===== config.mk =====
export PLATFORM = sky130hd
export DESIGN_NAME = simon_datapath
export DESIGN_NICKNAME = d
export VERILOG_FILES = /design/src/rtl/simon_defs.sv /design/src/rtl/simon_datapath_pattern_mem.sv /design/src/rtl/simon_datapath.sv
export SDC_FILE = /design/constraint.sdc
export NUM_CORES = 1
export LEC_CHECK = 0
export ABC_AREA = 0
export CAP_MARGIN = 40
export CELL_PAD_IN_SITES_DETAIL_PLACEMENT = 2
export CELL_PAD_IN_SITES_GLOBAL_PLACEMENT = 2
export CORE_ASPECT_RATIO = 1.5
export CORE_MARGIN = 4
export CORE_UTILIZATION = 51
export CTS_BUF_LIST = sky130_fd_sc_hd__clkbuf_8 sky130_fd_sc_hd__clkbuf_16
export DETAILED_ROUTE_END_ITERATION = 6
export PLACE_DENSITY_LB_ADDON = 0.1
export RECOVER_POWER = 50
export SYNTH_ARGS = -nofsm -noshare
export SYNTH_HDL_FRONTEND = slang
export SYNTH_SLANG_ARGS = --single-unit
export TNS_END_PERCENT = 1

===== constraint.sdc =====
create_clock -name clk -period 7.2 [get_ports clk]
set_clock_uncertainty 0.2 [all_clocks]
set_input_delay 1.08 -clock clk [delete_from_list [all_inputs] [get_ports clk]]
set_output_delay 1.08 -clock clk [all_outputs]
set_load 0.01 [all_outputs]

===== src/rtl/simon_defs.sv =====
// Definitions shared by the Simon controller and datapath: default sizes,
// level encodings and LED source codes.
package simon_defs;

  localparam int PAT_W_DEF  = 4;
  localparam int ADDR_W_DEF = 6;

  localparam logic LEVEL_EASY = 1'b0;
  localparam logic LEVEL_HARD = 1'b1;

  // LED source select as driven on read_Memory by the controller
  localparam logic LED_MODE_INPUT  = 1'b0;
  localparam logic LED_MODE_MEMORY = 1'b1;

  typedef enum logic {
    LED_SRC_INPUT  = LED_MODE_INPUT,
    LED_SRC_MEMORY = LED_MODE_MEMORY
  } led_src_e;

  // True when exactly one bit of the 4-bit pattern is set
  function automatic logic is_one_hot4(input logic [3:0] v);
    return (v != 4'b0000) && ((v & (v - 4'b0001)) == 4'b0000);
  endfunction

endpackage


===== src/rtl/simon_datapath_pattern_mem.sv =====
// Pattern store for the Simon datapath: synchronous write, asynchronous read.
// Write saturation is handled by the parent, which gates we.
module simon_datapath_pattern_mem #(
  parameter int PAT_W  = 4,
  parameter int ADDR_W = 6
) (
  input  logic              clk,
  input  logic              we,
  input  logic [ADDR_W-1:0] waddr,
  input  logic [PAT_W-1:0]  wdata,
  input  logic [ADDR_W-1:0] raddr,
  output logic [PAT_W-1:0]  rdata
);

  localparam int DEPTH = 2 ** ADDR_W;

  logic [PAT_W-1:0] mem_q [DEPTH];

  always_ff @(posedge clk) begin
    if (we) begin
      mem_q[waddr] <= wdata;
    end
  end

  assign rdata = mem_q[raddr];

endmodule


===== src/rtl/simon_datapath.sv =====
// Simon game datapath: level register, pattern memory, count/index registers
// and the status flags the controller branches on. Hard mode is compiled in
// only when SIMON_HARD_LEVEL_EN is defined.
module simon_datapath
  import simon_defs::*;
#(
  parameter int PAT_W  = PAT_W_DEF,
  parameter int ADDR_W = ADDR_W_DEF
) (
  input  logic             clk,
  input  logic             rst,
  input  logic             level_sw,
  input  logic [PAT_W-1:0] pattern_in,
  input  logic             set_level,
  input  logic             w_en,
  input  logic             cnt_count,
  input  logic             clr_count,
  input  logic             cnt_index,
  input  logic             clr_index,
  input  logic             read_Memory,
  output logic             is_legal,
  output logic             index_lt_count,
  output logic             input_eq_pattern,
  output logic [PAT_W-1:0] pattern_leds
);

  localparam int DEPTH = 2 ** ADDR_W;
  localparam logic [ADDR_W:0] FULL = (ADDR_W + 1)'(DEPTH);

  logic [ADDR_W:0]  count_q, count_d;
  logic [ADDR_W:0]  index_q, index_d;
  logic             level_q;
  logic [PAT_W-1:0] rd;
  logic             mem_we;
  logic             one_hot;

`ifdef SIMON_HARD_LEVEL_EN
  logic level_d;

  always_comb begin
    level_d = level_q;
    if (set_level) begin
      level_d = level_sw;
    end
  end

  always_ff @(posedge clk or posedge rst) begin
    if (rst) begin
      level_q <= LEVEL_EASY;
    end else begin
      level_q <= level_d;
    end
  end
`else
  logic unused_level;

  assign level_q      = LEVEL_EASY;
  assign unused_level = set_level ^ level_sw;
`endif

  // Clear beats increment; both counters stop at DEPTH rather than wrapping
  always_comb begin
    count_d = count_q;
    if (clr_count) begin
      count_d = '0;
    end else if (cnt_count && (count_q != FULL)) begin
      count_d = count_q + 1'b1;
    end
  end

  always_comb begin
    index_d = index_q;
    if (clr_index) begin
      index_d = '0;
    end else if (cnt_index && (index_q != FULL)) begin
      index_d = index_q + 1'b1;
    end
  end

  always_ff @(posedge clk or posedge rst) begin
    if (rst) begin
      count_q <= '0;
      index_q <= '0;
    end else begin
      count_q <= count_d;
      index_q <= index_d;
    end
  end

  assign mem_we = w_en && (count_q != FULL);

  simon_datapath_pattern_mem #(
    .PAT_W (PAT_W),
    .ADDR_W(ADDR_W)
  ) u_mem (
    .clk  (clk),
    .we   (mem_we),
    .waddr(count_q[ADDR_W-1:0]),
    .wdata(pattern_in),
    .raddr(index_q[ADDR_W-1:0]),
    .rdata(rd)
  );

  assign one_hot = (pattern_in != '0) && ((pattern_in & (pattern_in - 1'b1)) == '0);

  assign is_legal         = (level_q == LEVEL_HARD) || one_hot;
  assign index_lt_count   = index_q < count_q;
  assign input_eq_pattern = (pattern_in == rd);
  assign pattern_leds     = (read_Memory == LED_MODE_MEMORY) ? rd : pattern_in;

endmodule

==> results_dict.tcl <==
set metrics [dict create \
    fin_cells 968 \
    critical_path_class "input port to primary output" \
    min_path_type "register to register" \
    fmax_ghz 0.1634 \
    syn-num-nets 675 \
    status "finished, violations left" \
    cp-end-kind "primary output" \
    grt-ovfl-total 0 \
    period_minus_slack_ps 6118 \
    initial_core_util_pct 52.15 \
    yosys_warnings 0 \
    diodes 0 \
    swShare_pct 21.89 \
    clock_path_buffers 3 \
    antenna_found_initial 0 \
    place_inst 920 \
    drt_iter0_markers 464 \
    slew-limit-headroom_pct -55.60 \
    ir_drop_mv 0.2135 \
    fin_tns_setup_ps 0 \
    cap_violations 5 \
    post_cts_buffers 0 \
    cts_resized 0 \
    via_per_inst 6.424 \
    startpoint_type "input port" \
    drt_pass1_iterations 6 \
    cp.arrival_ps 4840 \
    die_width_um 129.9 \
    wl_um 32660 \
    pin_count 21 \
    drive_gt1_share_pct 15.66 \
    dr_total_vias 6218 \
    cts_root_buf "clkbuf_16" \
    clkPwrFrac_pct 42.5 \
    route.detailed.drc 0 \
    fin_crit_sh_pct 84.97 \
    fp.dieH_um 190.9 \
    hold_buffers 0 \
    cts_sinks 270 \
    synth_seq_cells 270 \
    fp-row-count 66 \
    synthFlopType "edfxtp_1" \
    wl_per_cell_um 33.74 \
    syn_inst 651 \
    cts_tree "done" \
    violations "max-capacitance violations, max-slew violations" \
    ff2ff_path_depth 6 \
    routabilityCongestion 0.7978 \
    combPwrFrac_pct 6.8 \
    area_growth_pct 11.30 \
    p_int_uw 2697 \
    maxSlewViolCount 194 \
    synthArstFlopShare_pct 5.185 \
    yosysUniqueCellTypes 46 \
    clock_latency_ps 540 \
    powerDensity_nw_per_um2 272.8 \
    htree_levels 1 \
    min_path_cells 2 \
    finalSetupViolCount 0 \
    hold_ws_ps 479.6 \
    fin_nets 700 \
    syn_area_sq_um 11370 \
    dp_hpwl_um 20560 \
    io_buffers 18 \
    numCtsBuffers 26 \
    rsz0062_at_grt "no" \
    power_frac_seq_pct 50.7 \
    ys_seq_area_share_pct 70.69 \
    coreArea_sq_um 21800 \
    cp.required_ps 5920 \
    synth_edf_count 256 \
    avgSynthCellArea_sq_um 17.46 \
    worst_pin_slew_ps 2334 \
    critPathMaxFanout 45 \
    grt_pass1_wl_um 47960 \
    ant_nets 0 \
    grt_max_degree 48 \
    grt_usage_pct 27.09 \
    p_sw_uw 755.7 \
    first_global_vias 7122 \
    power_leakage_uw 0.004032 \
    clk_pin_slew_ps 70 \
    finalHoldViolCount 0 \
    dieArea_sq_um 24800 \
]
stage by stage:
stage / power [uW] / cell area [sq um] / util [%] / setup slack (ps)
CTS: 3473 / 12670 / 58.10 / 1335
global placement: 1999 / 11730 / 53.81 / 2103
floorplan: 1924 / 11370 / - / 3395
finish: 3453 / 12650 / 58.05 / 1082
global route: 3553 / 12650 / 58.05 / 701.1
detailed placement: 2013 / 11740 / 53.86 / 1983
flip-flops by register name (all words and copies together) (netlist names):
register,cells
u_mem.mem_q,256
count_q,7
index_q,7
cells in the final DEF (no fill, tap or decap), types with 2 or more instances in the layout:
cell	instances
o21ai_0	9
a22oi_1	6
clkinv_1	2
nand4_1	7
xor2_1	5
or3_1	6
edfxtp_1	256
clkbuf_16	27
xnor2_1	15
a22o_1	2
mux2i_1	23
clkbuf_8	4
a211o_1	2
inv_1	15
a21oi_1	12
mux2_2	3
nand2_1	16
nand3_1	29
and3_1	3
mux4_1	12
clkinv_2	5
clkinv_4	2
clkbuf_1	6
nor2b_1	4
o22ai_1	12
and2_1	3
ha_1	10
a21o_1	5
nor2_1	85
buf_4	7
dlygate4sd3_1	2
clkdlybuf4s50_1	12
mux4_2	47
inv_2	2
bufinv_16	4
dfrtp_1	12
a211oi_1	6
cells by family (layout without fill, tap and decap cells):
family	after synthesis	in the layout	synth area share, %
flip-flops	270	270	70.69
AND/OR/NAND/NOR	157	157	6.119
multiplexers	85	85	14.41
AO/OA/AOI/OAI	63	63	3.786
buffers and inverters	46	91	2.355
XOR/XNOR	20	20	1.541
adder cells (fa/ha/maj)	10	10	1.100
synthesized netlist by cell type, types with 2 or more instances:
master,number,area (sq um)
nand4_1,7,43.79
mux2_2,3,33.78
buf_4,4,30.03
clkinv_1,2,7.510
dfrtp_1,14,350.3
mux4_1,12,315.3
a22o_1,2,17.52
nand2_1,16,60.06
o22ai_1,12,75.07
mux2i_1,23,230.2
a211o_1,2,17.52
or3_1,6,37.54
nand3_1,29,145.1
ha_1,10,125.1
nor2_1,85,319.1
xor2_1,5,43.79
inv_1,11,41.29
o21ai_0,9,45.04
a211oi_1,6,45.04
edfxtp_1,256,7687
a21o_1,5,37.54
and2_1,3,18.77
xnor2_1,15,131.4
mux4_2,47,1059
buf_6,7,78.83
buf_2,9,45.04
clkbuf_1,10,37.54
and3_1,3,18.77
a21oi_1,12,60.06
a22oi_1,6,45.04
inv_2,2,7.510
nor2b_1,4,25.02
final timing paths:
kind                       slack, ps                 end           from
setup reg to reg                3500  u_mem.mem_q[62][0]     count_q[4]
min in group asynchronous        850          count_q[3]            rst
max in group asynchronous       5470          index_q[1]            rst
hold / removal                   480          index_q[6]     index_q[6]
hold reg to reg                  480          index_q[6]     index_q[6]
setup / recovery                1080            is_legal  pattern_in[0]
worst max-delay path: stages:
cell and delay (ps):
clkbuf_1 1110, clkbuf_1 1570, xor2_1 220, o21ai_0 120, a21oi_1 160, clkdlybuf4s50_1 570
power by group through the flow:
stage                     registers, uW  logic, uW  clock network [uW]
after CTS                          1750        236                1490
after global routing               1750        249                1550
after global placement             1780        218                   0
final                              1750        235                1470
after detailed placement           1780        231                   0
after floorplan                    1760        162                   0
area by class of cell:
type,instances,area (sq um)
clock buffer,31,730.7
clock inverter,17,193.9
fill,1818,9146
inverter,15,56.30
multi-input combinational,335,3064
sequential,270,8043
tap,272,340.3
timing repair buffer,28,226.5
routing by layer:
metal	vias up	global-route usage (%)	routed length, um
li1	2648	-	-
met1	3263	31.45	11770
met2	228	49.94	17970
met3	79	3.952	1556
met4	0	10.24	1364
met5	-	0	0
Note: power is estimated with default switching activity, not from simulation.
==> variant: new RTL, same flow settings <==
Register the outputs `is_legal`, `index_lt_count`, `input_eq_pattern` and `pattern_leds`; this adds one clock of latency there.
--- a/src/rtl/simon_datapath.sv
+++ b/src/rtl/simon_datapath.sv
@@ -103,9 +103,11 @@
 
   assign one_hot = (pattern_in != '0) && ((pattern_in & (pattern_in - 1'b1)) == '0);
 
-  assign is_legal         = (level_q == LEVEL_HARD) || one_hot;
-  assign index_lt_count   = index_q < count_q;
-  assign input_eq_pattern = (pattern_in == rd);
-  assign pattern_leds     = (read_Memory == LED_MODE_MEMORY) ? rd : pattern_in;
+  always_ff @(posedge clk) begin
+    is_legal         <= (level_q == LEVEL_HARD) || one_hot;
+    index_lt_count   <= index_q < count_q;
+    input_eq_pattern <= (pattern_in == rd);
+    pattern_leds     <= (read_Memory == LED_MODE_MEMORY) ? rd : pattern_in;
+  end
 
 endmodule
Function: changed (Yosys sat finds a counterexample within 4 cycles, from zero or initial values and one cycle with rst high).
==> variant against the original RTL <==
- the flow now stops in 3_5_place_dp
- area after synthesis shrank 0.33%
==> variant: results (changes against the original RTL) <==
OUTCOME='aborted with a tool error'
STOP_STAGE='3_5_place_dp'
ERROR_LINE='[ERROR DPL-0033] detailed placement checks failed during check placement.'
YOSYSWARNINGS=0  # unchanged
SYNTH_LARGEST_AREA_CELL='sky130_fd_sc_hd__edfxtp_1'
IO_BUFFER_COUNT=18  # unchanged
YS_ASYNC_SR_FRACTION_PCT=5.05  # -0.13 points
POST_SYNTH_MOST_FREQUENT_CELLS='256 x sky130_fd_sc_hd__edfxtp_1, 82 x sky130_fd_sc_hd__nor2_1, 49 x sky130_fd_sc_hd__mux4_2, 26 x sky130_fd_sc_hd__mux2i_1, 22 x sky130_fd_sc_hd__nand3_1'
DETAILED_PLACE_HPWL_UM=20000  # -2.5%
PLACE.GP.CONGESTION=0.801  # +0.40%
SYNTH.NET_COUNT=663  # -1.8%
SYNTH.LIB_CELLS_USED.DISTINCT=51  # +11%
COUNT_OF_FLIP_FLOPS_WITH_A_BUILT_IN_ENABLE_AFTER_SYNTHESIS=256  # unchanged
SYNTH-SEQ-AREA-SHARE_PCT=72.2  # +1.5 points
SYNTH_SEQ_CELLS=277  # +2.6%
POST_SYNTH_MAIN_AREA_CONTRIBUTORS='sky130_fd_sc_hd__edfxtp_1 68%, sky130_fd_sc_hd__mux4_2 9.7%, sky130_fd_sc_hd__dfrtp_1 3.1%'
-- variant: per-stage QoR --
stage	instances	worst slack, ns	cell area [um2]	hold slack [ns]
after floorplan	639	4.64	11300	0.335
after global placement	905	3.46	11700	0.374
-- variant: logic make-up after synthesis --
kind of cell	after synthesis	share of synthesized area, %
buffers and inverters	43	1.88
AND/OR/NAND/NOR	150	5.91
adder cells (fa/ha/maj)	10	1.10
flip-flops	277	72.2
AO/OA/AOI/OAI	59	3.70
XOR/XNOR	15	1.16
multiplexers	85	14.1
